**config.mk**
```make
export PLATFORM = sky130hd
export DESIGN_NAME = ex_muldiv_stage
export DESIGN_NICKNAME = d
export VERILOG_FILES = /design/src/rtl/ex_muldiv_stage.sv
export SDC_FILE = /design/constraint.sdc
export NUM_CORES = 1
export LEC_CHECK = 0
export BUFFER_PORTS_ARGS = -buffer_cell sky130_fd_sc_hd__buf_2
export CAP_MARGIN = 20
export CORE_AREA = 2 2 250 252
export CTS_BUF_LIST = sky130_fd_sc_hd__clkbuf_8
export DETAILED_ROUTE_END_ITERATION = 7
export DIE_AREA = 0 0 252 254
export GPL_TIMING_DRIVEN = 0
export SETUP_SLACK_MARGIN = 0.05
export SYNTH_ARGS = -nofsm -noshare
export SYNTH_HDL_FRONTEND = slang
export SYNTH_SLANG_ARGS = --single-unit
```
**constraint.sdc**
```tcl
create_clock -name clk -period 3.4 [get_ports clk]
set_input_delay 0.17 -clock clk [delete_from_list [all_inputs] [get_ports clk]]
set_output_delay 0.17 -clock clk [all_outputs]
set_load 0.05 [all_outputs]
```
**src/rtl/ex_muldiv_stage.sv**
```systemverilog
// EX-stage operand forwarding plus an iterative mult/div unit that owns HI/LO.
// Results land DATA_W+1 edges after acceptance; md_stall holds new md/HI-LO users while busy.
module ex_muldiv_stage #(
   parameter int DATA_W = 32,
   parameter int CNT_W  = 6
) (
   input  logic              clk,
   input  logic              rst,
   input  logic [1:0]        ForwardA,
   input  logic [1:0]        ForwardB,
   input  logic [DATA_W-1:0] rs_data_inIDEX,
   input  logic [DATA_W-1:0] rt_data_inIDEX,
   input  logic [DATA_W-1:0] alu_result_inEXMEM,
   input  logic [DATA_W-1:0] wb_data_inMEMWB,
   input  logic [2:0]        md_op_inIDEX,
   input  logic              md_read_inIDEX,
   input  logic              flush_inIDEX,
   output logic [DATA_W-1:0] opA,
   output logic [DATA_W-1:0] opB,
   output logic [DATA_W-1:0] hi,
   output logic [DATA_W-1:0] lo,
   output logic              md_busy,
   output logic              md_stall
);

   typedef enum logic [1:0] {IDLE, CALC, DONE} state_t;

   localparam logic [2:0] OP_MULT  = 3'b001;
   localparam logic [2:0] OP_MULTU = 3'b010;
   localparam logic [2:0] OP_DIV   = 3'b011;
   localparam logic [2:0] OP_DIVU  = 3'b100;
   localparam logic [2:0] OP_MTHI  = 3'b101;
   localparam logic [2:0] OP_MTLO  = 3'b110;

   state_t              r_state;
   logic [CNT_W-1:0]    r_cnt;
   logic [DATA_W-1:0]   r_hi, r_lo;
   logic [DATA_W-1:0]   r_acc, r_q, r_b, r_dvd;
   logic                r_is_div, r_neg_q, r_neg_r, r_busy;

   logic                w_accept, w_signed, w_md_user;
   logic [DATA_W:0]     w_abs_a, w_abs_b;
   logic [DATA_W:0]     w_msum, w_trial;
   logic [2*DATA_W-1:0] w_prod, w_prod_fix;

   always_comb begin
      case (ForwardA)
         2'b01:   opA = alu_result_inEXMEM;
         2'b10:   opA = wb_data_inMEMWB;
         default: opA = rs_data_inIDEX;
      endcase
      case (ForwardB)
         2'b01:   opB = alu_result_inEXMEM;
         2'b10:   opB = wb_data_inMEMWB;
         default: opB = rt_data_inIDEX;
      endcase
   end

   assign w_accept  = (r_state == IDLE) && !flush_inIDEX &&
                      (md_op_inIDEX >= OP_MULT) && (md_op_inIDEX <= OP_DIVU);
   assign w_signed  = (md_op_inIDEX == OP_MULT) || (md_op_inIDEX == OP_DIV);
   assign w_md_user = ((md_op_inIDEX != 3'b000) && (md_op_inIDEX != 3'b111)) || md_read_inIDEX;

   // One extra bit so the magnitude of the most negative value is exact.
   assign w_abs_a = (w_signed && opA[DATA_W-1]) ? ({1'b0, ~opA} + {{DATA_W{1'b0}}, 1'b1})
                                                 : {1'b0, opA};
   assign w_abs_b = (w_signed && opB[DATA_W-1]) ? ({1'b0, ~opB} + {{DATA_W{1'b0}}, 1'b1})
                                                 : {1'b0, opB};

   assign w_msum     = {1'b0, r_acc} + (r_q[0] ? {1'b0, r_b} : {(DATA_W+1){1'b0}});
   assign w_trial    = {r_acc, r_q[DATA_W-1]} - {1'b0, r_b};
   assign w_prod     = {r_acc, r_q};
   assign w_prod_fix = r_neg_q ? (~w_prod + {{(2*DATA_W-1){1'b0}}, 1'b1}) : w_prod;

   always_ff @(posedge clk) begin
      if (rst) begin
         r_state  <= IDLE;
         r_cnt    <= '0;
         r_hi     <= '0;
         r_lo     <= '0;
         r_acc    <= '0;
         r_q      <= '0;
         r_b      <= '0;
         r_dvd    <= '0;
         r_is_div <= 1'b0;
         r_neg_q  <= 1'b0;
         r_neg_r  <= 1'b0;
         r_busy   <= 1'b0;
      end else begin
         case (r_state)
            IDLE: begin
               if (w_accept) begin
                  r_state  <= CALC;
                  r_busy   <= 1'b1;
                  r_cnt    <= CNT_W'(DATA_W);
                  r_is_div <= (md_op_inIDEX == OP_DIV) || (md_op_inIDEX == OP_DIVU);
                  r_neg_q  <= w_signed && (opA[DATA_W-1] ^ opB[DATA_W-1]);
                  r_neg_r  <= w_signed && opA[DATA_W-1];
                  r_dvd    <= opA;
                  r_acc    <= '0;
                  // Divide shifts the dividend out of r_q; multiply shifts the multiplier out.
                  if ((md_op_inIDEX == OP_DIV) || (md_op_inIDEX == OP_DIVU)) begin
                     r_q <= w_abs_a[DATA_W-1:0];
                     r_b <= w_abs_b[DATA_W-1:0];
                  end else begin
                     r_q <= w_abs_b[DATA_W-1:0];
                     r_b <= w_abs_a[DATA_W-1:0];
                  end
               end else if (!flush_inIDEX && md_op_inIDEX == OP_MTHI) begin
                  r_hi <= opA;
               end else if (!flush_inIDEX && md_op_inIDEX == OP_MTLO) begin
                  r_lo <= opA;
               end
            end
            CALC: begin
               if (r_is_div) begin
                  if (!w_trial[DATA_W]) begin
                     r_acc <= w_trial[DATA_W-1:0];
                     r_q   <= {r_q[DATA_W-2:0], 1'b1};
                  end else begin
                     r_acc <= {r_acc[DATA_W-2:0], r_q[DATA_W-1]};
                     r_q   <= {r_q[DATA_W-2:0], 1'b0};
                  end
               end else begin
                  r_acc <= w_msum[DATA_W:1];
                  r_q   <= {w_msum[0], r_q[DATA_W-1:1]};
               end
               r_cnt <= r_cnt - CNT_W'(1);
               if (r_cnt == CNT_W'(1)) r_state <= DONE;
            end
            DONE: begin
               if (!r_is_div) begin
                  r_hi <= w_prod_fix[2*DATA_W-1:DATA_W];
                  r_lo <= w_prod_fix[DATA_W-1:0];
               end else if (r_b == '0) begin
                  r_hi <= r_dvd;
                  r_lo <= '1;
               end else begin
                  r_hi <= r_neg_r ? (~r_acc + {{(DATA_W-1){1'b0}}, 1'b1}) : r_acc;
                  r_lo <= r_neg_q ? (~r_q + {{(DATA_W-1){1'b0}}, 1'b1}) : r_q;
               end
               r_state <= IDLE;
               r_busy  <= 1'b0;
            end
            default: begin
               r_state <= IDLE;
               r_busy  <= 1'b0;
            end
         endcase
      end
   end

   assign hi       = r_hi;
   assign lo       = r_lo;
   assign md_busy  = r_busy;
   assign md_stall = r_busy && !flush_inIDEX && w_md_user;

endmodule

```
* After elaboration in Yosys (flattened, before gate mapping)
Cells that the tools add are included.
** Operators by class
- Add/subtract/negate cells :: 8
- Order comparisons :: 2
- Equality and inequality tests :: 19
- Multiplexer cells :: 36
- Bitwise gates (word level) :: 7
- Reductions and logical operators :: 26
** Operator list (count)
- 2-to-1 mux 32 bit :: 21
- one-hot mux 32 bit (2 select lines) :: 6
- adder 32 x 1 -> 32 bit, second input constant :: 4
- NOT 32 bit :: 4
- adder 64 x 1 -> 64 bit, second input constant :: 1
- 2-to-1 mux 64 bit :: 1
- NOT 64 bit :: 1
- adder 32 x 32 -> 33 bit :: 1
- subtractor 33 x 32 -> 33 bit :: 1
- logical NOT 32 bit :: 1
- one-hot mux 6 bit (2 select lines) :: 1
- logical AND 1 bit :: 11
- equality test 3 bit, second input constant :: 3
- inequality test 2 bit, second input constant :: 4
- AND reduction 2 bit :: 4
- equality test 2 x 1 -> 1 bit, second input constant :: 3
- equality test 2 bit, second input constant :: 3
- equality test 6 x 1 -> 1 bit, second input constant :: 1
- 2-to-1 mux 6 bit :: 1
- subtractor 6 x 1 -> 6 bit, second input constant :: 1
- 2-to-1 mux 2 bit :: 2
- inequality test 2 x 1 -> 1 bit, second input constant :: 2
- one-hot mux 2 bit (2 select lines) :: 1
- AND reduction 4 bit :: 1
- other kinds (15) :: 19
** Word-level totals
- Register bits :: 204
- Input bits :: 139
- Output and inout port bits :: 130
- Word-level logic and storage cells :: 110

* Longest topological paths before layout
Gate-level depths: netlist (run 1).
- Depth in word-level cells :: 8
- Gate-level depth with buffers :: 16
- Mapped depth without buffers :: 13

* Least setup slack after synthesis (run 1)
No wires, ideal clock.
- Kind :: input to register
- From :: in ForwardB[1]
- To :: reg r_q[25]
- Arrival time :: 3.338 ns
- Data required time :: 3.330 ns
- Setup slack :: -0.008 ns
- Cell stages on the path :: 12
- Cell sequence :: inv_1 -> ha_1 -> clkbuf_1 -> buf_1 -> a22oi_1 -> o21ai_0 -> nor2b_1 -> nor2b_1 -> a21oi_1 -> xor2_1 -> o221ai_1 -> a21oi_1
** Between the ends
- Longest elaborated chain between the ends :: 8
** RTL lines
- start: declaration :: line 10 : input logic [1:0] ForwardB,
- equality test 2 bit or equality test 2 x 1 -> 1 bit (tied branches) :: line 52 : case (ForwardB)
- one-hot mux 32 bit (2 select lines) * :: line 52
- net opB[23] :: line 19 : output logic [DATA_W-1:0] opB,
- NOT 32 bit * :: line 67 : assign w_abs_b = (w_signed && opB[DATA_W-1]) ? ({1'b0, ~opB} + {{DATA_W{1'b0}}, 1'b1})
- adder 32 x 1 -> 32 bit * :: line 67
- 2-to-1 mux 32 bit * :: line 67
- 2-to-1 mux 32 bit * :: line 102 : if ((md_op_inIDEX == OP_DIV) || (md_op_inIDEX == OP_DIVU)) begin
- 2-to-1 mux 32 bit * :: line 92 : if (w_accept) begin
- one-hot mux 32 bit (2 select lines) * :: line 90 : case (r_state)
- end signal: assignment :: line 103 : r_q <= w_abs_a[DATA_W-1:0];
- end signal: assignment :: line 106 : r_q <= w_abs_b[DATA_W-1:0];
- end signal: assignment :: line 119 : r_q <= {r_q[DATA_W-2:0], 1'b1};
- end: declaration :: line 38 : logic [DATA_W-1:0] r_acc, r_q, r_b, r_dvd;
The timed path passes the listed nets; every way through them passes the cells marked *. The select of a mux whose other input is x is not followed.
A chain may end at the register's enable or synchronous reset.

* Final worst setup path (run 1)
- From :: reg r_q[0]
- To :: reg r_acc[22]
** Between the ends
- Longest elaborated chain between the ends :: 4
** RTL lines
- 2-to-1 mux 32 bit :: line 70 : assign w_msum = {1'b0, r_acc} + (r_q[0] ? {1'b0, r_b} : {(DATA_W+1){1'b0}});
- adder 32 x 32 -> 33 bit :: line 70
- 2-to-1 mux 32 bit :: line 116 : if (r_is_div) begin
- one-hot mux 32 bit (2 select lines) :: line 90
- end signal: assignment :: line 118 : r_acc <= w_trial[DATA_W-1:0];
- end signal: assignment :: line 121 : r_acc <= {r_acc[DATA_W-2:0], r_q[DATA_W-1]};
- end signal: assignment :: line 125 : r_acc <= w_msum[DATA_W:1];
- end: declaration :: line 38
Every way passes these cells.

==> results.json, run 1 <==
{
  "status": "finished with violations",
  "violations": "negative setup slack",
  "r2r_end": "r_acc[22]",
  "firstDrtPassIters": 6,
  "cts_made_buffers": 39,
  "grt_pass1_wl_mm": 143.0,
  "drt_iter0_drc": 2844,
  "synth_seq_cells": 204,
  "crit_family": "compound AO/OA/AOI/OAI gates",
  "synth_nets": 2759,
  "yosysUniqueCellTypes": 86,
  "slew_violations": 0,
  "r2r_cells": 14,
  "worstMarginPinSlew_ns": 1.429,
  "cts_num_sinks": 204,
  "cp.arrival_ns": 3.93,
  "synth_top_cell_by_area": "dfxtp_1",
  "internal-power_mw": 5.376,
  "period_needed_ns": 3.446,
  "vias": 22630,
  "antenna_found_initial": 2,
  "clkPwrFrac_pct": 24.6,
  "rows": 91,
  "io_buffers": 267,
  "leakagePower_nw": 9.140,
  "wl_per_cell_um": 27.28,
  "yosysSeqAreaShare_pct": 22.37,
  "p_sw_share_pct": 46.27,
  "critPathBufInv": 3,
  "finClkSkew_ns": 0.05098,
  "crit_fanout": 5,
  "routed_wl_mm": 101.5,
  "cpMaxStageDelayCell": "dfxtp_4",
  "r2r_start": "r_q[0]",
  "synth.area.top_cells": "dfxtp_1 (22%), a21oi_1 (5.9%), nor2_1 (5.6%)",
  "synth.avg_cell_area_um2": 7.177,
  "drv_cap": 0,
  "drc": 0,
  "setup_violations": 7,
  "syn_to_final_growth_pct": 25.35,
  "avgViaCountPerCell": 6.082,
  "p_comb_share_pct": 48.3,
  "timing.fmax_mhz": 290.2,
  "synthFlopType": "dfxtp_1",
  "critical_path.max_stage_delay_ns": 0.38,
  "yosysWarnings": 0,
  "drive_gt1_share_pct": 21.53,
  "criticalPathCategory": "reg2reg",
  "gp_congestion": 1.001,
  "cts_tree": "built",
  "finalHoldViolCount": 0,
  "start_kind": "register",
  "cts_root_buffer": "clkbuf_8",
  "grt.overflow.total": 0,
  "grt_pass1_vias": 21450,
  "rsz0062_at_grt": "yes",
  "whs_path_depth": 4,
  "initial_core_util_pct": 29.81,
  "die_y_um": 254,
  "slew_headroom_pct": 4.081,
  "dp_cells": 3605,
  "synth-edff-count": 0,
  "worst_slack_ns": -0.04635,
  "insertion_delay_ns": 0.60,
  "switching_power_mw": 4.630,
  "power_density_nw_per_um2": 437.2,
  "finalNonFillerCells": 3720,
  "seqCellArea_um2": 4116,
  "seqPwrFrac_pct": 27.1,
  "netlist_instances": 2544,
  "peakVddDrop_uv": 223.2,
  "async_flop_share_pct": 0,
  "final_net_count": 3119,
  "reg2reg_slack_ns": -0.05,
  "hold_path_end": "r_neg_q",
  "core-area_um2": 61260,
  "cp-end-kind": "register",
  "hpwl_mm": 80.35,
  "cts_hold_buffers": 0,
  "cts_max_path_buffers": 3,
  "finalCritPeriodShare_pct": 101.4,
  "fillerInstances": 6673,
  "dieArea_um2": 64010,
  "htreeDepth": 2,
  "multi_input_area_um2": 13960,
  "utilization_pct": 37.36,
  "min-delay-start": "flush_inIDEX",
  "io_pins": 269,
  "syn-cell-area_um2": 18260,
  "worstPathCellList": "clkinvlp_4 -> clkbuf_8 -> nor2_4 -> ha_4 -> and2_4 -> a221o_1 -> a22o_1 -> buf_6 -> a311oi_4 -> o31ai_4 -> a21oi_2 -> xor2_2 -> o21ai_1 -> o31a_1",
  "hold_path.class": "in2reg",
  "ant_nets": 0,
  "clk_pin_slew_worst_paths_ns": 0.07,
  "die_x_um": 252,
  "required_ns": 3.88,
  "grt_start_max_net_pins": 12,
  "track_usage_pct": 30.26,
  "yosysTopAreaCellShare_pct": 22.37
}
## kinds of logic (layout without fill, tap and decap cells)
kind of cell             after synthesis  after routing  synth area share, %
adder cells (fa/ha/maj)               76             76                5.290
buffers and inverters                293            675                6.291
other                                  0              4                    0
AO/OA/AOI/OAI                        902            902                32.56
AND/OR/NAND/NOR                      825            825                21.42
XOR/XNOR                             193            193                9.258
flip-flops                           204            204                22.37
multiplexers                          51             51                2.816
## state kept, by name (all words and copies together) (netlist names)
name,flops
r_neg_q,1
hi,32
lo,32
r_b,32
r_neg_r,1
r_q,32
md_busy,1
r_dvd,32
r_state,2
r_cnt,6
r_is_div,1
r_acc,32
## power groups by stage
stage	Combinational [mW]	Clock (mW)	Sequential (mW)
after floorplan	2.70	0	2.77
after global placement	4.19	0	2.75
after detailed placement	4.18	0	2.75
after CTS	4.49	2.44	2.70
after global routing	5.03	2.56	2.72
final	4.83	2.46	2.71
## repair_timing
action / 4_1_cts / 5_1_grt
resized for setup: 162 / 117
gates cloned: 2 / 0
setup buffers: 31 / 18
pin swaps: 34 / 22
endpoints found under the setup margin: 116 / 96
## tightest hold or removal path: stages
cell	delay [ns]
buf_2	0.13
nor3_2	0.08
a32oi_1	0.18
nor2_1	0.05
## metrics by stage
step                area, um2  TNS, ns  power, mW  worst slack (ns)  hold WS (ns)
global placement        20590   -94.52      6.942            -1.342        0.4444
global route            22880   -1.063      10.31           -0.1595       0.07780
floorplan               18260        0      5.473           0.05798        0.4327
finish                  22890  -0.1771      10.01          -0.04635       0.05782
CTS                     22290        0      9.635           0.01946       0.08787
detailed placement      20620   -87.78      6.936            -1.150        0.4510
## cell type report
| cell class | count | share of cell area, % |
|---|---|---|
| diodes | 4 | 0.04373 |
| plain buffers | 190 | 3.854 |
| clock buffers | 48 | 2.886 |
| clock inverters | 15 | 0.3608 |
| inverters | 97 | 1.645 |
| multi-input cells | 2047 | 61.00 |
| flip-flops and latches | 204 | 17.99 |
| well taps | 790 | 4.319 |
| repair buffers | 325 | 7.910 |
## worst max path at each step
stage | end | slack, ns | cells past startpoint | from
after detailed placement | r_b[18] | -1.15 | 17 | ForwardA[0]
after floorplan | r_b[28] | 0.06 | 14 | ForwardB[0]
after global placement | r_acc[31] | -1.34 | 13 | r_q[0]
final | r_acc[22] | -0.05 | 14 | r_q[0]
after global routing | r_acc[30] | -0.16 | 14 | r_q[0]
after CTS | r_acc[30] | 0.02 | 14 | r_q[0]
## placed cells by master (no fill, tap or decap), types with 37 or more instances in the layout
master,count
nor3_1,43
o21ai_0,150
a221oi_1,38
dfxtp_1,188
clkbuf_8,50
xor2_1,93
buf_4,52
mux2i_1,47
o211ai_1,42
a21oi_1,214
nand2_1,236
a22oi_1,53
xnor2_1,94
a211oi_1,58
inv_1,100
buf_2,284
nor2_1,268
clkbuf_1,130
nand3_1,37
a21o_1,37
o21ai_1,40
ha_1,58
## layer usage
| layer | up-vias | global-route usage [%] | share of wire (%) |
|---|---|---|---|
| met1 | 10770 | 36.71 | 38 |
| met2 | 1478 | 47.78 | 44 |
| met5 | - | 0 | 0 |
| li1 | 10050 | - | - |
| met3 | 322 | 7.446 | 11 |
| met4 | 0 | 19.49 | 7.4 |
## cells in the mapped netlist, types with 5 or more instances
master	count
nand3_1	41
o221ai_1	24
xor2_1	95
or2_2	30
and4_1	8
inv_1	97
or3_1	28
ha_1	74
a221o_1	15
xnor2_1	98
o21bai_1	6
o21ai_0	172
a311oi_1	11
a31oi_1	24
or4_1	9
nor4_1	24
a21oi_1	217
dfxtp_1	204
o31ai_1	37
nor3_1	50
and2_1	14
o41ai_1	15
nor2_1	273
buf_1	18
o21ai_1	25
a22oi_1	56
mux2i_1	48
nand4_1	18
nand2_1	239
a22o_1	9
a31o_2	5
nand2b_1	22
buf_2	15
o21a_1	26
and3_1	13
clkbuf_1	155
a221oi_1	47
o211ai_1	42
a21o_1	37
nor2b_1	31
a211oi_1	66
o22ai_1	23
a21boi_0	5
(Power assumes the default switching activity.)
==> run 2: changes to the inputs <==
ABC_AREA = 1   (was not set)
CORE_AREA = 2 2 274 276   (was 2 2 250 252)
DIE_AREA = 0 0 276 278   (was 0 0 252 254)
==> results.json, run 2 <==
{
  "status": "finished with violations",
  "violations": "design-rule violations",
  "drc": 2,
  "final_cell_mix": "nand2_1 (1403), inv_1 (492), nand3_1 (390)",
  "cts_hold_buffers": 0,
  "drive_gt1_share_pct": 10.60,
  "grt_start_max_net_pins": 11,
  "grt_pass1_wl_mm": 184.1,
  "cp.arrival_ns": 3.84,
  "period_needed_ns": 3.322,
  "yosysTopAreaCellShare_pct": 24.05,
  "synth.area.top_cells": "nand2_1 (24%), dfxtp_1 (19%), nand3_1 (8.9%)",
  "yosysWarnings": 0,
  "synth_seq_cells": 204,
  "antenna_found_initial": 5,
  "cts_tree": "built",
  "vias": 29370,
  "cts_made_buffers": 37,
  "synth_top_cell_by_area": "nand2_1",
  "internal-power_mw": 5.372,
  "synthFlopType": "dfxtp_1",
  "cts_root_buffer": "clkbuf_8",
  "rows": 100,
  "final_net_count": 4621,
  "synth.avg_cell_area_um2": 5.357,
  "final_common_cell": "nand2_1",
  "gp_congestion": 1.088,
  "core-area_um2": 73820,
  "track_usage_pct": 32.56,
  "netlist_instances": 4097,
  "io_pins": 269,
  "die_y_um": 278,
  "wl_per_cell_um": 24.07,
  "dp_cells": 5335,
  "avgViaCountPerCell": 5.436,
  "syn_to_final_growth_pct": 15.52,
  "ant_nets": 0,
  "initial_core_util_pct": 29.73,
  "hold_path.class": "in2reg",
  "clkPwrFrac_pct": 23.1,
  "cts_max_path_buffers": 3,
  "hpwl_mm": 109.0,
  "crit_fanout": 6,
  "seqPwrFrac_pct": 25.2,
  "start_kind": "register",
  "criticalPathCategory": "reg2reg",
  "yosys-top-cells-count": "nand2_1 (1406), inv_1 (489), nand3_1 (391), nor2_1 (389), o21ai_0 (278)",
  "drt_iter0_drc": 3315,
  "power_density_nw_per_um2": 442.4,
  "firstDrtPassIters": 8,
  "slew_headroom_pct": 19.67,
  "cp-end-kind": "register",
  "rsz0062_at_grt": "no",
  "syn-cell-area_um2": 21950,
  "die_x_um": 276,
  "worstMarginPinSlew_ns": 1.205,
  "insertion_delay_ns": 0.63,
  "finalCritPeriodShare_pct": 97.71,
  "finalHoldViolCount": 0,
  "synth_most_common_cell": "nand2_1",
  "drv_cap": 0,
  "p_total_mw": 11.22,
  "routed_wl_mm": 130.0,
  "grt.overflow.total": 0,
  "finalNonFillerCells": 5403,
  "yosysUniqueCellTypes": 54,
  "finClkSkew_ns": 0.05269,
  "synth_nets": 4312,
  "cts_num_sinks": 204,
  "synth-edff-count": 0,
  "clk_pin_slew_worst_paths_ns": 0.07,
  "peakVddDrop_uv": 227.2,
  "yosysSeqAreaShare_pct": 18.61,
  "io_buffers": 268,
  "grt_pass1_vias": 27060,
  "dieArea_um2": 76730,
  "leakagePower_nw": 13.03,
  "timing.fmax_mhz": 301.0,
  "p_comb_share_pct": 51.7,
  "required_ns": 3.91,
  "p_sw_share_pct": 52.11,
  "slew_violations": 0,
  "timing.setup.tns_ns": 0,
  "setup_violations": 0,
  "async_flop_share_pct": 0,
  "htreeDepth": 2,
  "switching_power_mw": 5.846
}
==> run 2: cell types whose count changed after synthesis, moves of 59 or more <==
| cell | change |
|---|---|
| nand2_1 | +1167 |
| o21ai_0 | +106 |
| nor2_1 | +116 |
| nand3_1 | +350 |
| xnor2_1 | -83 |
| a211oi_1 | -65 |
| a21oi_1 | +59 |
| inv_1 | +392 |
==> run 2: area by class of cell <==
type	instances	area (um2)
diodes	2	5.005
plain buffers	176	800.8
clock buffers	45	619.3
clock inverters	20	155.1
fillers	8720	48470
inverters	504	1896
multi-input cells	3213	15220
flip-flops and latches	204	4094
well taps	969	1212
repair buffers	270	1356
==> run 2: final timing paths <==
check | start | to | slack (ns) | depth (start not counted)
hold / removal | rs_data_inIDEX[23] | r_dvd[23] | 0.09 | 5
hold reg to reg | r_cnt[3] | r_cnt[3] | 0.48 | 2
setup reg to reg | r_acc[1] | hi[10] | 0.08 | 11
setup / recovery | r_acc[1] | hi[10] | 0.08 | 11
==> run 2: metal layers <==
layer	track usage [%]	wire, um
met1	41.34	52000
met2	51.99	57010
met3	5.138	11980
met4	19.71	9030
met5	0	11
==> run 2: per-stage QoR <==
| step | hold slack [ns] | util (%) | worst slack [ns] | instance area, um2 |
|---|---|---|---|---|
| after floorplan | 0.3873 | - | 0.5328 | 21950 |
| after global placement | 0.4497 | 33.19 | -0.4804 | 24500 |
| after detailed placement | 0.4612 | 33.20 | -0.4586 | 24510 |
| after CTS | 0.06284 | 34.29 | 0.06185 | 25320 |
| after global routing | 0.09447 | 34.34 | 0.06972 | 25350 |
| final | 0.09372 | 34.35 | 0.07794 | 25360 |
==> run 2: logic make-up after synthesis <==
kind of cell    share of synthesized area (%)
simple gates                            44.29
xor+xnor                                3.232
fa+ha+maj                               4.401
compound gates                          17.27
flops                                   18.61
buf+inv                                 12.20
==> run 2: power groups by stage <==
stage / logic, mW / registers [mW] / clock network [mW]
floorplan: 3.44 / 2.86 / 0
global placement: 5.60 / 2.86 / 0
detailed placement: 5.57 / 2.86 / 0
CTS: 5.61 / 2.81 / 2.57
global route: 6.16 / 2.84 / 2.66
finish: 5.80 / 2.83 / 2.59
==> run 2: worst max-delay path: stages, from the launching register on <==
cell and delay [ns]:
dfxtp_1 0.43, inv_1 0.30, ha_1 0.47, nand3_1 0.33, nor2_1 0.25, inv_1 0.11, o21ai_0 0.51, xor2_1 0.33
a22oi_1 0.14, nand2_1 0.13, nand2_1 0.06, a21oi_1 0.15
==> run 2: repair_timing <==
item,CTS,global route
endpoints found under the setup margin,33,33
endpoints found under the hold margin,0,0
resized for setup,13,16
buffers inserted,1,0
